<file path="src/rtl/cp0_pkg.sv">
// rtl/cp0_pkg.sv - CP0 register numbers, exception codes and helpers
package cp0_pkg;

  localparam logic [4:0]  CP0_SR    = 5'd12;
  localparam logic [4:0]  CP0_CAUSE = 5'd13;
  localparam logic [4:0]  CP0_EPC   = 5'd14;
  localparam logic [4:0]  CP0_PRID  = 5'd15;

  localparam logic [31:0] EXC_ENTRY = 32'h0000_4180;

  typedef enum logic [4:0] {
    EXC_INT  = 5'd0,
    EXC_ADEL = 5'd4,
    EXC_ADES = 5'd5,
    EXC_RI   = 5'd10,
    EXC_OV   = 5'd12
  } exc_code_e;

  // A delay-slot victim restarts at its branch, one word earlier.
  function automatic logic [31:0] victim_epc(input logic [31:0] pc, input logic after_jump);
    return after_jump ? pc - 32'd4 : pc;
  endfunction

endpackage

</file>
<file path="src/rtl/cp0_unit_if.sv">
// rtl/cp0_unit_if.sv - M-stage and mtc0/mfc0 bus between pipeline and CP0
interface cp0_unit_if;
  logic [31:0] pc_M;
  logic        valid_M;
  logic        afterJump_M;
  logic [6:2]  exccode_M;
  logic        eret_M;
  logic [7:2]  hw_int;
  logic        we;
  logic [4:0]  addr;
  logic [31:0] wdata;
  logic [31:0] rdata;
  logic [31:0] epc;
  logic        exc_int;

  modport master (
    output pc_M, valid_M, afterJump_M, exccode_M, eret_M, hw_int, we, addr, wdata,
    input  rdata, epc, exc_int
  );

  modport slave (
    input  pc_M, valid_M, afterJump_M, exccode_M, eret_M, hw_int, we, addr, wdata,
    output rdata, epc, exc_int
  );
endinterface

</file>
<file path="src/rtl/cp0_unit.sv">
// rtl/cp0_unit.sv - Coprocessor 0: SR/Cause/EPC/PrID and exception/interrupt decision
module cp0_unit
  import cp0_pkg::*;
#(
  parameter logic [31:0] PRID = 32'h0000_2021
) (
  input  logic       clk,
  input  logic       reset,
  cp0_unit_if.slave  bus
);

  logic [5:0]  im_q, im_d;
  logic        exl_q, exl_d;
  logic        ie_q, ie_d;
  logic        bd_q, bd_d;
  logic [5:0]  ip_q, ip_d;
  logic [4:0]  exccode_q, exccode_d;
  logic [31:0] epc_q, epc_d;

  logic        int_req;
  logic        exc_req;
  logic        exc_int;
  logic [31:0] sr_word;
  logic [31:0] cause_word;
  logic        unused_wdata;

  assign unused_wdata = ^{bus.wdata[31:16], bus.wdata[9:2]};

  assign int_req = (|(bus.hw_int & im_q)) & ie_q & ~exl_q & bus.valid_M;
  assign exc_req = (bus.exccode_M != 5'd0) & ~exl_q;
  assign exc_int = int_req | exc_req;

  assign sr_word    = {16'd0, im_q, 8'd0, exl_q, ie_q};
  assign cause_word = {bd_q, 15'd0, ip_q, 3'd0, exccode_q, 2'd0};

  assign bus.exc_int = exc_int;
  assign bus.epc     = epc_q;

  always_comb begin
    bus.rdata = 32'd0;
    case (bus.addr)
      CP0_SR:    bus.rdata = sr_word;
      CP0_CAUSE: bus.rdata = cause_word;
      CP0_EPC:   bus.rdata = epc_q;
      CP0_PRID:  bus.rdata = PRID;
      default:   bus.rdata = 32'd0;
    endcase
  end

  always_comb begin
    im_d      = im_q;
    exl_d     = exl_q;
    ie_d      = ie_q;
    bd_d      = bd_q;
    exccode_d = exccode_q;
    epc_d     = epc_q;
    ip_d      = bus.hw_int;
    if (exc_int) begin
      // Taking the trap discards any same-cycle mtc0 or eret.
      exl_d     = 1'b1;
      bd_d      = bus.afterJump_M;
      exccode_d = int_req ? EXC_INT : bus.exccode_M;
      epc_d     = victim_epc(bus.pc_M, bus.afterJump_M);
    end else begin
      if (bus.we) begin
        case (bus.addr)
          CP0_SR: begin
            im_d  = bus.wdata[15:10];
            exl_d = bus.wdata[1];
            ie_d  = bus.wdata[0];
          end
          CP0_EPC: epc_d = bus.wdata;
          default: ;
        endcase
      end
      if (bus.eret_M) exl_d = 1'b0;
    end
  end

  always_ff @(posedge clk or posedge reset) begin
    if (reset) begin
      im_q      <= 6'd0;
      exl_q     <= 1'b0;
      ie_q      <= 1'b0;
      bd_q      <= 1'b0;
      ip_q      <= 6'd0;
      exccode_q <= 5'd0;
      epc_q     <= 32'd0;
    end else begin
      im_q      <= im_d;
      exl_q     <= exl_d;
      ie_q      <= ie_d;
      bd_q      <= bd_d;
      ip_q      <= ip_d;
      exccode_q <= exccode_d;
      epc_q     <= epc_d;
    end
  end

endmodule
</file>
<file path="src/flat_wrapper.sv">
// flat-port wrapper written by rule: the top's interface ports become plain ports
module cp0_unit_flat import cp0_pkg::*;
#(
  parameter logic [31:0] PRID = 32'h0000_2021
)
  (clk, reset, bus_pc_M, bus_valid_M, bus_afterJump_M, bus_exccode_M, bus_eret_M, bus_hw_int, bus_we, bus_addr, bus_wdata, bus_rdata, bus_epc, bus_exc_int);
  cp0_unit_if bus_i ();
  input  logic clk;
  input  logic reset;
  input wire logic [$bits(bus_i.pc_M)-1:0] bus_pc_M;
  input wire logic [$bits(bus_i.valid_M)-1:0] bus_valid_M;
  input wire logic [$bits(bus_i.afterJump_M)-1:0] bus_afterJump_M;
  input wire logic [$bits(bus_i.exccode_M)-1:0] bus_exccode_M;
  input wire logic [$bits(bus_i.eret_M)-1:0] bus_eret_M;
  input wire logic [$bits(bus_i.hw_int)-1:0] bus_hw_int;
  input wire logic [$bits(bus_i.we)-1:0] bus_we;
  input wire logic [$bits(bus_i.addr)-1:0] bus_addr;
  input wire logic [$bits(bus_i.wdata)-1:0] bus_wdata;
  output wire logic [$bits(bus_i.rdata)-1:0] bus_rdata;
  output wire logic [$bits(bus_i.epc)-1:0] bus_epc;
  output wire logic [$bits(bus_i.exc_int)-1:0] bus_exc_int;
  assign bus_i.pc_M = bus_pc_M;
  assign bus_i.valid_M = bus_valid_M;
  assign bus_i.afterJump_M = bus_afterJump_M;
  assign bus_i.exccode_M = bus_exccode_M;
  assign bus_i.eret_M = bus_eret_M;
  assign bus_i.hw_int = bus_hw_int;
  assign bus_i.we = bus_we;
  assign bus_i.addr = bus_addr;
  assign bus_i.wdata = bus_wdata;
  assign bus_rdata = bus_i.rdata;
  assign bus_epc = bus_i.epc;
  assign bus_exc_int = bus_i.exc_int;
  cp0_unit #(.PRID(PRID)) u_core (.clk(clk), .reset(reset), .bus(bus_i));
endmodule
</file>
<file path="config.mk">
export PLATFORM = sky130hd
export DESIGN_NAME = cp0_unit_flat
export DESIGN_NICKNAME = d
export VERILOG_FILES = /design/src/rtl/cp0_pkg.sv /design/src/rtl/cp0_unit_if.sv /design/src/rtl/cp0_unit.sv /design/src/flat_wrapper.sv
export SDC_FILE = /design/constraint.sdc
export NUM_CORES = 1
export LEC_CHECK = 0
export CAP_MARGIN = 30
export CORE_AREA = 2 2 90 114
export CTS_CLUSTER_DIAMETER = 50
export DETAILED_ROUTE_END_ITERATION = 10
export DIE_AREA = 0 0 92 116
export MAX_ROUTING_LAYER = met4
export PLACE_DENSITY_LB_ADDON = 0.15
export SETUP_SLACK_MARGIN = 0.05
export SLEW_MARGIN = 25
export SYNTH_ARGS = -nofsm -noshare
export SYNTH_HDL_FRONTEND = slang
export SYNTH_SLANG_ARGS = --single-unit
export TNS_END_PERCENT = 20
</file>
<file path="constraint.sdc">
create_clock -name clk -period 1.9 [get_ports clk]
set_input_delay 0.285 -clock clk [delete_from_list [all_inputs] [get_ports clk]]
set_output_delay 0.285 -clock clk [all_outputs]
set_load 0.01 [all_outputs]
</file>
==> results_dict.tcl <==
set metrics [dict create \
    outcome "complete, but fails checks" \
    violations "negative setup slack" \
    synth_area_per_cell_um2 9.57 \
    rows 40 \
    slew_violations 0 \
    crit_fanout 8 \
    startpoint "bus_pc_M[18]" \
    final_core_util 0.623 \
    seq_area_mm2 0.00130 \
    first_pass_iters 4 \
    leakagePower_nw 2.85 \
    clock-sinks 52 \
    synth_top_area_frac 0.395 \
    antenna_found_initial 2 \
    wl_per_cell_um 16.6 \
    fin_area_mm2 0.00592 \
    power.density_mw_per_mm2 931 \
    grt.total_usage 0.220 \
    grt_pass1_wl_mm 18.0 \
    die_y_um 116 \
    grt_util_met1 0.236 \
    postCtsHoldBufs 0 \
    yosysUniqueCellTypes 42 \
    first_iter_violations 134 \
    vias 3662 \
    path_clk_slew_ns 0.07 \
    drc 0 \
    ys_seq_area_frac 0.395 \
    core_mm2 0.00951 \
    fin_crit_sh 1.03 \
    synth_top_area_cell "dfrtp_1" \
    crit-reg2reg-launch "u_core.im_q[0]$_DFFE_PP0P_" \
    required_ns 2.12 \
    crit_path_end_kind "register" \
    whs_path_depth 1 \
    hold_violations 0 \
    dp_hpwl_mm 8.83 \
    peakVddDrop_mv 0.563 \
    layout.cells.non_filler 704 \
    wirelength_mm 11.7 \
    die_area_mm2 0.0107 \
    ys_ff_latch 52 \
    slew_headroom 0.691 \
    crit_type "primary input to register" \
    top_level_ports 151 \
    portBuffers 150 \
    cts_tree "yes" \
    grt_max_degree 53 \
    period_minus_slack_ns 1.96 \
    reg2regPathDepth 7 \
    final_cell_mix "89 x clkdlybuf4s50_1, 85 x buf_4, 52 x dfrtp_1" \
    area_growth_pct 79.9 \
    critPathLaunchType "primary input" \
    min_from "bus_hw_int[0]" \
    p_sw_mw 1.89 \
    combPwrFrac 0.457 \
    insertion_delay_ns 0.30 \
    nets 662 \
    min-delay-path-class "primary input to register" \
    fmax_mhz 509 \
    busiest_layer "met2" \
    syn_area_mm2 0.00329 \
    cts-buffers-inserted 5 \
    setup_violations 5 \
    grt_use_met2 0.416 \
    ant_nets 0 \
    async_flop_share 1.00 \
    place_congestion 0.824 \
    ys_warn_count 0 \
    finClkSkew_ns 0.00751 \
    drv_cap 0 \
    pwr-share-clk 0.190 \
    rr_endpoint "u_core.im_q[2]$_DFFE_PP0P_" \
    start_util 0.346 \
    root_buffer "clkbuf_16" \
    die_w_um 92 \
    intPower_mw 3.62 \
    critPathArrivalTime_ns 2.19 \
    finalWorstSetupSlack_ns -0.0644 \
    grt_pass1_vias 3711 \
    synth_cells 344 \
    h-tree-depth 2 \
    rsz0062_at_grt "true" \
    use_met3 0.0449 \
    multi_input_area_mm2 0.00204 \
    fillCellCount 827 \
    swShare 0.343 \
    power_frac_seq 0.353 \
    overflow 0 \
    worst_pin_slew_ns 0.452 \
    synthFlopType "dfrtp_1" \
    synth_fp_nets 431 \
    dpl.cell_count 675 \
    vias_per_cell 5.20 \
    synthTopCellsByArea "dfrtp_1 40%, mux2i_1 12%, a2111oi_0 4.0%, and2_1 3.4%, nor2_1 3.1%" \
    placed_cell_area_mm2 0.00551 \
    drive_gt1_frac 0.297 \
    clockBufferDepth 2 \
    whs_endpoint "u_core.ip_q[0]$_DFF_PP0_" \
    rrSetupSlack_ns 0.05 \
    final_common_cell "clkdlybuf4s50_1" \
    synth-edff-count 0 \
]
[how the worst max path moves through the flow]
stage | end | slack (ns) | cells after the start
2_1_floorplan | u_core.bus.epc[30]$_DFFE_PP0P_ | -0.18 | 5
3_3_place_gp | u_core.bus.epc[30]$_DFFE_PP0P_ | -0.69 | 6
3_5_place_dp | u_core.bus.epc[30]$_DFFE_PP0P_ | -0.74 | 6
4_1_cts | u_core.bus.epc[27]$_DFFE_PP0P_ | -0.16 | 7
5_1_grt | u_core.bus.epc[29]$_DFFE_PP0P_ | -0.09 | 7
6_report | u_core.bus.epc[27]$_DFFE_PP0P_ | -0.06 | 7
[timing repair]
| action | 4_1_cts | 5_1_grt |
|---|---|---|
| setup buffers | 12 | 5 |
| pin swaps | 22 | 21 |
| cloned | 1 | 1 |
| setup endpoints to repair | 55 | 40 |
| resized for setup | 142 | 37 |
[stage by stage]
step / total power, mW / hold WS [ns] / TNS, ns / setup slack [ns]
global route: 5.84 / 0.294 / -0.857 / -0.0890
CTS: 5.54 / 0.283 / -0.877 / -0.160
detailed placement: 4.49 / 0.504 / -26.65 / -0.735
floorplan: 2.99 / 0.316 / -1.30 / -0.183
finish: 5.51 / 0.279 / -0.197 / -0.0644
global placement: 4.44 / 0.491 / -25.57 / -0.694
[worst max-delay path, cell delays in order]
cell,delay (ns)
buf_6,0.09
or4_4,0.53
or4_4,0.44
buf_8,0.15
buf_6,0.12
or4_4,0.41
a31oi_1,0.16
[synthesized netlist by cell type (2+ instances only)]
cell type	instances
or4_1	12
o41ai_1	2
or4b_1	2
mux2i_1	41
mux2_2	8
or3_1	9
nand3_1	2
nor4_1	2
inv_1	4
and3_1	15
a2111oi_0	15
nand3b_1	3
nand2_1	7
buf_1	4
o31ai_1	8
nand2b_1	2
o21ai_0	16
nor2b_1	5
buf_2	2
clkbuf_1	19
a21oi_1	9
dfrtp_1	52
nor3_1	6
a31oi_1	16
and2_1	18
xnor2_1	2
xor2_1	11
nand4_1	5
nor2_1	27
a22oi_1	8
[layout make-up]
type	instances	area share
antenna	2	0.000845
clock buffer	5	0.0211
clock inverter	3	0.00718
inverter	4	0.00254
multi-input combinational	263	0.344
sequential	52	0.220
tap	126	0.0266
timing repair buffer	249	0.378
[power groups by stage]
| stage | sequential [mW] | combinational (mW) | clock, mW |
|---|---|---|---|
| 2_1_floorplan | 2.02 | 0.968 | 0 |
| 3_3_place_gp | 1.95 | 2.49 | 0 |
| 3_5_place_dp | 1.97 | 2.52 | 0 |
| 4_1_cts | 1.96 | 2.53 | 1.06 |
| 5_1_grt | 2.02 | 2.72 | 1.10 |
| 6_report | 1.95 | 2.52 | 1.05 |
[routing by layer]
metal | wire length [um] | vias to the layer above
li1 | - | 1764
met1 | 4570 | 1762
met2 | 6260 | 127
met3 | 672 | 9
met4 | 148 | 0
met5 | 0 | -
[sequential cells by signal (all words and copies together) (netlist names)]
signal and count:
u_core.bd_q 1, u_core.exccode_q 5, u_core.ip_q 6, u_core.exl_q 1, u_core.bus.epc 32, u_core.im_q 6, u_core.ie_q 1
[kinds of logic after synthesis]
| logic type | share of synthesized area |
|---|---|
| AOI/OAI and AO/OA | 0.157 |
| xor gates and xnor gates | 0.0346 |
| buffers and inverters | 0.0338 |
| DFF | 0.395 |
| muxes | 0.152 |
| adders and majority gates | 0.00380 |
| and+or+nand+nor | 0.224 |
Note: power is estimated with default switching activity, not from simulation.
